[config.mk]
export PLATFORM = sky130hd
export DESIGN_NAME = pipeline_hazard_ctrl_flat
export DESIGN_NICKNAME = d
export VERILOG_FILES = /design/src/rtl/pipeline_hazard_ctrl_if.sv /design/src/rtl/pipeline_hazard_ctrl.sv /design/src/flat_wrapper.sv
export SDC_FILE = /design/constraint.sdc
export NUM_CORES = 1
export LEC_CHECK = 0
export BUFFER_PORTS_ARGS = -buffer_cell sky130_fd_sc_hd__buf_2
export CORE_ASPECT_RATIO = 1.2
export CORE_MARGIN = 2
export CORE_UTILIZATION = 35
export DETAILED_ROUTE_END_ITERATION = 16
export PLACE_DENSITY = 0.67
export RECOVER_POWER = 50
export SLEW_MARGIN = 20
export SYNTH_ARGS = -nofsm -noshare
export SYNTH_HDL_FRONTEND = slang
export SYNTH_SLANG_ARGS = --single-unit
[constraint.sdc]
create_clock -name clk -period 3 [get_ports clk]
set_clock_uncertainty 0.05 [all_clocks]
set_input_delay 0.6 -clock clk [delete_from_list [all_inputs] [get_ports clk]]
set_output_delay 0.6 -clock clk [all_outputs]
set_load 0.02 [all_outputs]
[src/rtl/pipeline_hazard_ctrl_if.sv]
// Hazard-controller bundle: IF/ID and ID/EX hazard fields plus MDU handshake in,
// stall/flush/MDU controls and status out.
interface pipeline_hazard_ctrl_if #(
    parameter int unsigned CNT_W = 32
);
    logic [4:0]       rs1_IF;
    logic [4:0]       rs2_IF;
    logic             rs1_used_IF;
    logic             rs2_used_IF;
    logic [4:0]       rd_EX;
    logic             rf_wr_en_EX;
    logic [2:0]       dm_rd_ctrl_EX;
    logic             m_sel_EX;
    logic             redirect_EX;
    logic             mdu_done;
    logic             mdu_start;
    logic             stall_ifr;
    logic             flush_ifr;
    logic             stall_idc;
    logic             flush_idc;
    logic             stall_ex;
    logic             mdu_err;
    logic [CNT_W-1:0] stall_cycles;

    // Pipeline side: drives hazard fields and MDU completion, consumes controls.
    modport master (
        output rs1_IF, rs2_IF, rs1_used_IF, rs2_used_IF, rd_EX, rf_wr_en_EX,
               dm_rd_ctrl_EX, m_sel_EX, redirect_EX, mdu_done,
        input  mdu_start, stall_ifr, flush_ifr, stall_idc, flush_idc, stall_ex,
               mdu_err, stall_cycles
    );

    // Controller side.
    modport slave (
        input  rs1_IF, rs2_IF, rs1_used_IF, rs2_used_IF, rd_EX, rf_wr_en_EX,
               dm_rd_ctrl_EX, m_sel_EX, redirect_EX, mdu_done,
        output mdu_start, stall_ifr, flush_ifr, stall_idc, flush_idc, stall_ex,
               mdu_err, stall_cycles
    );
endinterface

[src/rtl/pipeline_hazard_ctrl.sv]
// Central hazard controller: load-use bubbles, MDU start/done sequencing with
// timeout, redirect flushes and a saturating stall-cycle counter.
module pipeline_hazard_ctrl #(
    parameter int unsigned MDU_TIMEOUT = 64,
    parameter int unsigned CNT_W       = 32
) (
    input  logic                 clk,
    input  logic                 reset,
    pipeline_hazard_ctrl_if.slave bus
);

    localparam int unsigned TMO_W = (MDU_TIMEOUT > 1) ? $clog2(MDU_TIMEOUT) : 1;
    localparam logic [TMO_W-1:0] TMO_LAST = TMO_W'(MDU_TIMEOUT - 1);

    typedef enum logic [1:0] {
        IDLE      = 2'd0,
        MDU_START = 2'd1,
        MDU_WAIT  = 2'd2
    } state_e;

    state_e           state_q, state_d;
    logic [TMO_W-1:0] tmo_q, tmo_d;
    logic             err_q, err_d;
    logic             start_q, start_d;
    logic [CNT_W-1:0] cyc_q, cyc_d;

    logic rs1_hit, rs2_hit, load_use;
    logic stall_ifr, flush_ifr, stall_idc, flush_idc, stall_ex;

    // Load in ID/EX whose destination is read by the instruction in IF/ID.
    assign rs1_hit  = bus.rs1_used_IF & (bus.rs1_IF == bus.rd_EX);
    assign rs2_hit  = bus.rs2_used_IF & (bus.rs2_IF == bus.rd_EX);
    assign load_use = (bus.dm_rd_ctrl_EX != 3'd0) & bus.rf_wr_en_EX &
                      (bus.rd_EX != 5'd0) & (rs1_hit | rs2_hit);

    always_comb begin
        state_d   = state_q;
        tmo_d     = tmo_q;
        err_d     = err_q;
        stall_ifr = 1'b0;
        flush_ifr = 1'b0;
        stall_idc = 1'b0;
        flush_idc = 1'b0;
        stall_ex  = 1'b0;

        case (state_q)
            IDLE: begin
                // Redirect wins: the younger hazards are wrong-path or already in EX.
                if (bus.redirect_EX) begin
                    flush_ifr = 1'b1;
                    flush_idc = 1'b1;
                end else if (bus.m_sel_EX) begin
                    stall_ifr = 1'b1;
                    stall_idc = 1'b1;
                    stall_ex  = 1'b1;
                    state_d   = MDU_START;
                end else if (load_use) begin
                    stall_ifr = 1'b1;
                    flush_idc = 1'b1;
                end
            end
            MDU_START: begin
                stall_ifr = 1'b1;
                stall_idc = 1'b1;
                stall_ex  = 1'b1;
                tmo_d     = '0;
                state_d   = MDU_WAIT;
            end
            MDU_WAIT: begin
                stall_ifr = 1'b1;
                stall_idc = 1'b1;
                stall_ex  = 1'b1;
                if (bus.mdu_done) begin
                    state_d = IDLE;
                end else if (tmo_q == TMO_LAST) begin
                    err_d   = 1'b1;
                    state_d = IDLE;
                end else begin
                    tmo_d = tmo_q + TMO_W'(1);
                end
            end
            default: state_d = IDLE;
        endcase

        // Outputs are forced quiet for as long as reset is held.
        if (reset) begin
            stall_ifr = 1'b0;
            flush_ifr = 1'b0;
            stall_idc = 1'b0;
            flush_idc = 1'b0;
            stall_ex  = 1'b0;
        end
    end

    assign start_d = (state_d == MDU_START);
    assign cyc_d   = (stall_ifr && (cyc_q != {CNT_W{1'b1}})) ? cyc_q + CNT_W'(1) : cyc_q;

    always_ff @(posedge clk or posedge reset) begin
        if (reset) begin
            state_q <= IDLE;
            tmo_q   <= '0;
            err_q   <= 1'b0;
            start_q <= 1'b0;
            cyc_q   <= '0;
        end else begin
            state_q <= state_d;
            tmo_q   <= tmo_d;
            err_q   <= err_d;
            start_q <= start_d;
            cyc_q   <= cyc_d;
        end
    end

    assign bus.mdu_start    = start_q;
    assign bus.stall_ifr    = stall_ifr;
    assign bus.flush_ifr    = flush_ifr;
    assign bus.stall_idc    = stall_idc;
    assign bus.flush_idc    = flush_idc;
    assign bus.stall_ex     = stall_ex;
    assign bus.mdu_err      = err_q;
    assign bus.stall_cycles = cyc_q;

endmodule

[src/flat_wrapper.sv]
// flat-port wrapper written by rule: the top's interface ports become plain ports
module pipeline_hazard_ctrl_flat 
#(
    parameter int unsigned MDU_TIMEOUT = 64,
    parameter int unsigned CNT_W       = 32
)
  (clk, reset, bus_rs1_IF, bus_rs2_IF, bus_rs1_used_IF, bus_rs2_used_IF, bus_rd_EX, bus_rf_wr_en_EX, bus_dm_rd_ctrl_EX, bus_m_sel_EX, bus_redirect_EX, bus_mdu_done, bus_mdu_start, bus_stall_ifr, bus_flush_ifr, bus_stall_idc, bus_flush_idc, bus_stall_ex, bus_mdu_err, bus_stall_cycles);
  pipeline_hazard_ctrl_if #(.CNT_W(CNT_W)) bus_i ();
  input  logic clk;
  input  logic reset;
  input wire logic [$bits(bus_i.rs1_IF)-1:0] bus_rs1_IF;
  input wire logic [$bits(bus_i.rs2_IF)-1:0] bus_rs2_IF;
  input wire logic [$bits(bus_i.rs1_used_IF)-1:0] bus_rs1_used_IF;
  input wire logic [$bits(bus_i.rs2_used_IF)-1:0] bus_rs2_used_IF;
  input wire logic [$bits(bus_i.rd_EX)-1:0] bus_rd_EX;
  input wire logic [$bits(bus_i.rf_wr_en_EX)-1:0] bus_rf_wr_en_EX;
  input wire logic [$bits(bus_i.dm_rd_ctrl_EX)-1:0] bus_dm_rd_ctrl_EX;
  input wire logic [$bits(bus_i.m_sel_EX)-1:0] bus_m_sel_EX;
  input wire logic [$bits(bus_i.redirect_EX)-1:0] bus_redirect_EX;
  input wire logic [$bits(bus_i.mdu_done)-1:0] bus_mdu_done;
  output wire logic [$bits(bus_i.mdu_start)-1:0] bus_mdu_start;
  output wire logic [$bits(bus_i.stall_ifr)-1:0] bus_stall_ifr;
  output wire logic [$bits(bus_i.flush_ifr)-1:0] bus_flush_ifr;
  output wire logic [$bits(bus_i.stall_idc)-1:0] bus_stall_idc;
  output wire logic [$bits(bus_i.flush_idc)-1:0] bus_flush_idc;
  output wire logic [$bits(bus_i.stall_ex)-1:0] bus_stall_ex;
  output wire logic [$bits(bus_i.mdu_err)-1:0] bus_mdu_err;
  output wire logic [$bits(bus_i.stall_cycles)-1:0] bus_stall_cycles;
  assign bus_i.rs1_IF = bus_rs1_IF;
  assign bus_i.rs2_IF = bus_rs2_IF;
  assign bus_i.rs1_used_IF = bus_rs1_used_IF;
  assign bus_i.rs2_used_IF = bus_rs2_used_IF;
  assign bus_i.rd_EX = bus_rd_EX;
  assign bus_i.rf_wr_en_EX = bus_rf_wr_en_EX;
  assign bus_i.dm_rd_ctrl_EX = bus_dm_rd_ctrl_EX;
  assign bus_i.m_sel_EX = bus_m_sel_EX;
  assign bus_i.redirect_EX = bus_redirect_EX;
  assign bus_i.mdu_done = bus_mdu_done;
  assign bus_mdu_start = bus_i.mdu_start;
  assign bus_stall_ifr = bus_i.stall_ifr;
  assign bus_flush_ifr = bus_i.flush_ifr;
  assign bus_stall_idc = bus_i.stall_idc;
  assign bus_flush_idc = bus_i.flush_idc;
  assign bus_stall_ex = bus_i.stall_ex;
  assign bus_mdu_err = bus_i.mdu_err;
  assign bus_stall_cycles = bus_i.stall_cycles;
  pipeline_hazard_ctrl #(.MDU_TIMEOUT(MDU_TIMEOUT), .CNT_W(CNT_W)) u_core (.clk(clk), .reset(reset), .bus(bus_i));
endmodule
==> results_dict.tcl, run 1 <==
set metrics [dict create \
    post_synth_instance_area_mm2 0.002280 \
    synthArstFlopShare 1.000 \
    area_delta_synth_final_pct 20.09 \
    fillers 631 \
    globalRouteTotalUtil 0.1501 \
    worst-setup-path-type "reg -> out" \
    cp.arrival_ns 2.09 \
    tritoncts "yes" \
    timing.reg2reg.setup_slack_ns 0.44 \
    drt-initial-drc-count 94 \
    transition_time_at_the_pin_with_the_least_slew_margin_ns 1.052 \
    postSynthAreaPerCell_um2 9.912 \
    critical_path_peak_fanout 6 \
    period_share 0.9149 \
    status "completed" \
    finalSetupTns_ns 0 \
    routability_cong 0.8314 \
    period_needed_ns 2.745 \
    synth-edff-count 0 \
    cts_root_buffer "sky130_fd_sc_hd__clkbuf_8" \
    power.static_leakage_nw 1.348 \
    ys_seq_area_frac 0.4610 \
    initial_core_util 0.3581 \
    synth_cells 230 \
    detailedRoute.firstPassIterationCount 5 \
    fin_ws_ns 0.2553 \
    critPathLaunchType "flop" \
    core_mm2 0.006366 \
    layout.area.seq_mm2 0.001051 \
    die_width_um 77.68 \
    critical_path_required_ns 2.35 \
    hold_viol_final 0 \
    maxSlewHeadroom 0.2987 \
    global_route_wire_length_before_repair_um 8742 \
    io_pins 65 \
    finalWirelength_um 4975 \
    final_common_cell "sky130_fd_sc_hd__buf_2" \
    synth.distinct_cells 38 \
    cts_num_sinks 42 \
    fin_nets 330 \
    rows 32 \
    cap_viol_max_count 0 \
    max_clock_freq_mhz 364.3 \
    multi_input_comb_area_mm2 0.001140 \
    routed-via-count 1885 \
    place_hpwl_um 3736 \
    grt_setup_unrepaired "false" \
    clk_pin_slew_worst_paths_ns 0.07 \
    cts.repair.resized 0 \
    cts-hold-fix-buffers 0 \
    critPathCaptureType "primary output" \
    grt_start_max_net_pins 44 \
    timing.final.max_slew_violations 0 \
    grt_pass1_vias 1902 \
    commonest_cells_after_routing_fill_and_taps_aside "sky130_fd_sc_hd__buf_2 (45), sky130_fd_sc_hd__dfrtp_1 (42), sky130_fd_sc_hd__xor2_1 (24)" \
    finalPower_mw 1.499 \
    post-cts-setup-buffer-count 0 \
    wl_per_cell_um 13.02 \
    layout-drive-gt1-share 0.1953 \
    drc_errors 0 \
    vdd_ir_drop_max_mv 0.2178 \
    num_antenna_cells 0 \
    fp.dieArea_mm2 0.007178 \
    insertion_delay_ns 0.29 \
    pre_cts_ws_ns 0.2782 \
    floorplan.die.height_um 92.41 \
    post_drt_via_cell_ratio 4.935 \
    io_buffers 64 \
    yosys_warnings 0 \
    grt_antenna_before_repair 0 \
    setup_violations 0 \
    cts-buffers-inserted 5 \
    worstHoldPathType "reg -> reg" \
    cts.path.max_buffers 2 \
    power.density_cell_area_mw_per_mm2 547.7 \
    antenna_left 0 \
    ffs_latches_synth 42 \
    grt-ovfl-total 0 \
    synth_fp_nets 262 \
    level_count_of_the_clock_h_tree 2 \
    synth-main-ff-cell "sky130_fd_sc_hd__dfrtp_1" \
]
-- synth_stat cells (6+ instances only) --
| cell type | instances | share of area |
|---|---|---|
| sky130_fd_sc_hd__nor4_1 | 8 | 0.022 |
| sky130_fd_sc_hd__nand4_1 | 8 | 0.022 |
| sky130_fd_sc_hd__nand2_1 | 16 | 0.026 |
| sky130_fd_sc_hd__nor3_1 | 15 | 0.033 |
| sky130_fd_sc_hd__xor2_1 | 24 | 0.092 |
| sky130_fd_sc_hd__nand3_1 | 15 | 0.033 |
| sky130_fd_sc_hd__dfrtp_1 | 42 | 0.46 |
| sky130_fd_sc_hd__xnor2_1 | 20 | 0.077 |
| sky130_fd_sc_hd__ha_1 | 6 | 0.033 |
| sky130_fd_sc_hd__nor2_1 | 14 | 0.023 |
| sky130_fd_sc_hd__inv_1 | 13 | 0.021 |
| sky130_fd_sc_hd__o21ai_0 | 8 | 0.018 |
-- cell type report --
class,count,area share
tap,85,0.03885
multi-input combinational,170,0.4164
timing repair buffer,66,0.1129
clock buffer,6,0.03016
sequential,42,0.3839
inverter,13,0.01782
-- power breakdown --
| part | internal (mW) | total, mW | switching [mW] | leakage, nW |
|---|---|---|---|---|
| Combinational | 0.167 | 0.460 | 0.293 | 0.759 |
| Clock | 0.177 | 0.351 | 0.174 | 0.0431 |
| Sequential | 0.625 | 0.688 | 0.0628 | 0.546 |
-- registers in the layout, indices dropped and copies added (netlist names) --
signal                   flops
u_core.state_q               2
u_core.tmo_q                 6
u_core.bus.mdu_err           1
u_core.bus.stall_cycles     32
u_core.bus.mdu_start         1
-- per-stage QoR --
stage                     instance area, um^2  utilization  hold slack (ns)  instances
after CTS                                2764       0.4342           0.4422        382
final                                    2738       0.4300           0.4384        382
after global routing                     2738       0.4300           0.4627        382
after floorplan                          2280            -           0.4147        230
after detailed placement                 2681       0.4212           0.4295        376
after global placement                   2681       0.4212           0.4063        376
-- routing by layer --
layer	share of wire	GRT usage
met4	0.018	0.05060
met3	0.035	0.03216
met2	0.51	0.2586
met1	0.44	0.1852
met5	0	0
-- final timing paths --
kind | depth (start not counted) | to | from
setup / recovery | 7 | bus_stall_ifr | u_core.state_q[1]$_DFF_PP0_
hold / removal | 1 | u_core.bus.mdu_err$_DFFE_PP0P_ | u_core.bus.mdu_err$_DFFE_PP0P_
setup reg to reg | 8 | u_core.bus.stall_cycles[17]$_DFFE_PP0P_ | u_core.state_q[1]$_DFF_PP0_
hold reg to reg | 1 | u_core.bus.mdu_err$_DFFE_PP0P_ | u_core.bus.mdu_err$_DFFE_PP0P_
max in group asynchronous | 3 | u_core.bus.stall_cycles[25]$_DFFE_PP0P_ | reset
min in group asynchronous | 3 | u_core.state_q[1]$_DFF_PP0_ | reset
-- kinds of logic after synthesis --
kind of cell,count (synthesis),share of synthesized area
flip-flops,42,0.4610
buffers and inverters,18,0.03897
AO/OA/AOI/OAI,18,0.04830
adder cells (fa/ha/maj),6,0.03293
AND/OR/NAND/NOR,101,0.2448
XOR/XNOR,44,0.1690
multiplexers,1,0.004939
-- critical path, cell delays in order, from the launching register on --
cell                       delay (ns)
sky130_fd_sc_hd__dfrtp_1         0.41
sky130_fd_sc_hd__inv_1           0.11
sky130_fd_sc_hd__ha_1            0.24
sky130_fd_sc_hd__nand3b_1        0.12
sky130_fd_sc_hd__a211o_1         0.33
sky130_fd_sc_hd__o21ai_0         0.21
sky130_fd_sc_hd__and2_1          0.21
sky130_fd_sc_hd__buf_2           0.17
No activity file was read; power rests on OpenSTA's default activity.
==> run 2: changes to the inputs <==
PLACE_DENSITY = not set   (was 0.67)
==> run 2 against run 1 <==
Die area did not move. Power barely moved. Final cell count fell by 0.26%. Routed wire length fell by 2.2%. Sequential share of layout area rose by 0.11 points. Worst setup slack got worse by 0.0095 ns. Sequential power barely moved. Global-route usage fell by 0.36 points. Non-clock buffer count fell by 1. Critical path type is now in -> out. Largest cell class unchanged.
==> results_dict.tcl, run 2 (synthesis gave the netlist of run 1 again) <==
set metrics [dict create \
    period_share 0.9181 \
    initial_core_util 0.3581 \
    global_route_wire_length_before_repair_um 8466 \
    status "completed" \
    critPathLaunchType "primary input" \
    commonest_cells_after_routing_fill_and_taps_aside "sky130_fd_sc_hd__buf_2 (45), sky130_fd_sc_hd__dfrtp_1 (42), sky130_fd_sc_hd__xor2_1 (24)" \
    level_count_of_the_clock_h_tree 2 \
    final_common_cell "sky130_fd_sc_hd__buf_2" \
    io_buffers 64 \
    power.density_cell_area_mw_per_mm2 549.6 \
    transition_time_at_the_pin_with_the_least_slew_margin_ns 1.063 \
    layout-drive-gt1-share 0.1926 \
    timing.final.max_slew_violations 0 \
    floorplan.die.height_um 92.41 \
    routed-via-count 1867 \
    hold_viol_final 0 \
    critical_path_required_ns 2.35 \
    insertion_delay_ns 0.29 \
    worst_reg2reg_path_length_in_cells 6 \
    cts.path.max_buffers 2 \
    routability_cong 0.7914 \
    finalPower_mw 1.501 \
    antenna_left 0 \
    wl_per_cell_um 12.77 \
    largest_register_ff_count 32 \
    die_width_um 77.68 \
    fillers 641 \
    grt_pass1_vias 1831 \
    drc_errors 0 \
    period_needed_ns 2.754 \
    worst-setup-path-type "in -> out" \
    finalWirelength_um 4864 \
    grt_setup_unrepaired "false" \
    post-route-util 0.4289 \
    pre_cts_ws_ns 0.2403 \
    vdd_ir_drop_max_mv 0.3289 \
    cts_num_sinks 42 \
    num_antenna_cells 0 \
    cp.arrival_ns 2.10 \
    cap_viol_max_count 0 \
    globalRouteTotalUtil 0.1465 \
    finalSetupTns_ns 0 \
    drt-initial-drc-count 46 \
    power.static_leakage_nw 1.344 \
    rows 32 \
    fin_ws_ns 0.2458 \
    cts-buffers-inserted 5 \
    grt_start_max_net_pins 44 \
    layout.area.seq_mm2 0.001051 \
    setup_violations 0 \
    tritoncts "yes" \
    hold-path-cell-count 1 \
    grt-ovfl-total 0 \
    cts-hold-fix-buffers 0 \
    core_mm2 0.006366 \
    post-cts-setup-buffer-count 0 \
    cts.repair.resized 0 \
    max_clock_freq_mhz 363.1 \
    post_drt_via_cell_ratio 4.900 \
    critPathCaptureType "primary output" \
    multi_input_comb_area_mm2 0.001140 \
    place_hpwl_um 3589 \
    fin_nets 329 \
    maxSlewHeadroom 0.2916 \
    io_pins 65 \
    clk_pin_slew_worst_paths_ns 0.08 \
    critical_path_peak_fanout 3 \
    grt_antenna_before_repair 0 \
    cts_root_buffer "sky130_fd_sc_hd__clkbuf_8" \
    detailedRoute.firstPassIterationCount 4 \
    area_of_placed_instances_mm2 0.002674 \
    area_delta_synth_final_pct 19.76 \
    worstHoldPathType "reg -> reg" \
    fin_area_mm2 0.002730 \
    fp.dieArea_mm2 0.007178 \
]
run 2: changes by cell type in the layout (fill, tap and decap cells not counted), sizes merged:
cell | before | now
buf | 46 | 45
run 2: area by class of cell:
cell class,count,share of cell area
Timing Repair Buffer,65,0.1104
Clock buffer,6,0.03025
Multi-Input combinational cell,170,0.4175
Tap cell,85,0.03896
Inverter,13,0.01787
Sequential cell,42,0.3850
run 2: metrics by stage:
stage                     hold WS, ns  cells
after global placement         0.4070    375
after floorplan                0.4147    230
after CTS                      0.4279    381
after global routing           0.4640    381
final                          0.4265    381
after detailed placement       0.4068    375
run 2: where the power goes:
group | switching (mW) | leakage, nW | internal [mW]
Combinational | 0.284 | 0.755 | 0.167
Clock | 0.182 | 0.0431 | 0.178
Sequential | 0.0657 | 0.546 | 0.625
run 2: critical path, cell delays in order:
cell,delay [ns]
sky130_fd_sc_hd__buf_2,0.12
sky130_fd_sc_hd__or4_1,0.53
sky130_fd_sc_hd__o21ai_0,0.22
sky130_fd_sc_hd__o21ai_0,0.25
sky130_fd_sc_hd__and2_1,0.22
sky130_fd_sc_hd__buf_2,0.16
run 2: final timing paths:
check	from	endpoint	slack [ns]
setup / recovery	bus_rd_EX[1]	bus_stall_ifr	0.25
hold / removal	u_core.bus.mdu_err$_DFFE_PP0P_	u_core.bus.mdu_err$_DFFE_PP0P_	0.43
setup reg to reg	u_core.bus.stall_cycles[0]$_DFFE_PP0P_	u_core.bus.stall_cycles[1]$_DFFE_PP0P_	0.42
hold reg to reg	u_core.bus.mdu_err$_DFFE_PP0P_	u_core.bus.mdu_err$_DFFE_PP0P_	0.43
max in group asynchronous	reset	u_core.bus.stall_cycles[9]$_DFFE_PP0P_	1.61
min in group asynchronous	reset	u_core.tmo_q[1]$_DFFE_PP0P_	0.62
run 2: metal layers:
metal / vias up / global-route usage / part of all wire
met1: 895 / 0.1831 / 0.44
met5: - / 0 / 0
met3: 7 / 0.03899 / 0.050
met2: 38 / 0.2399 / 0.50
met4: 0 / 0.05804 / 0.013
li1: 927 / - / -
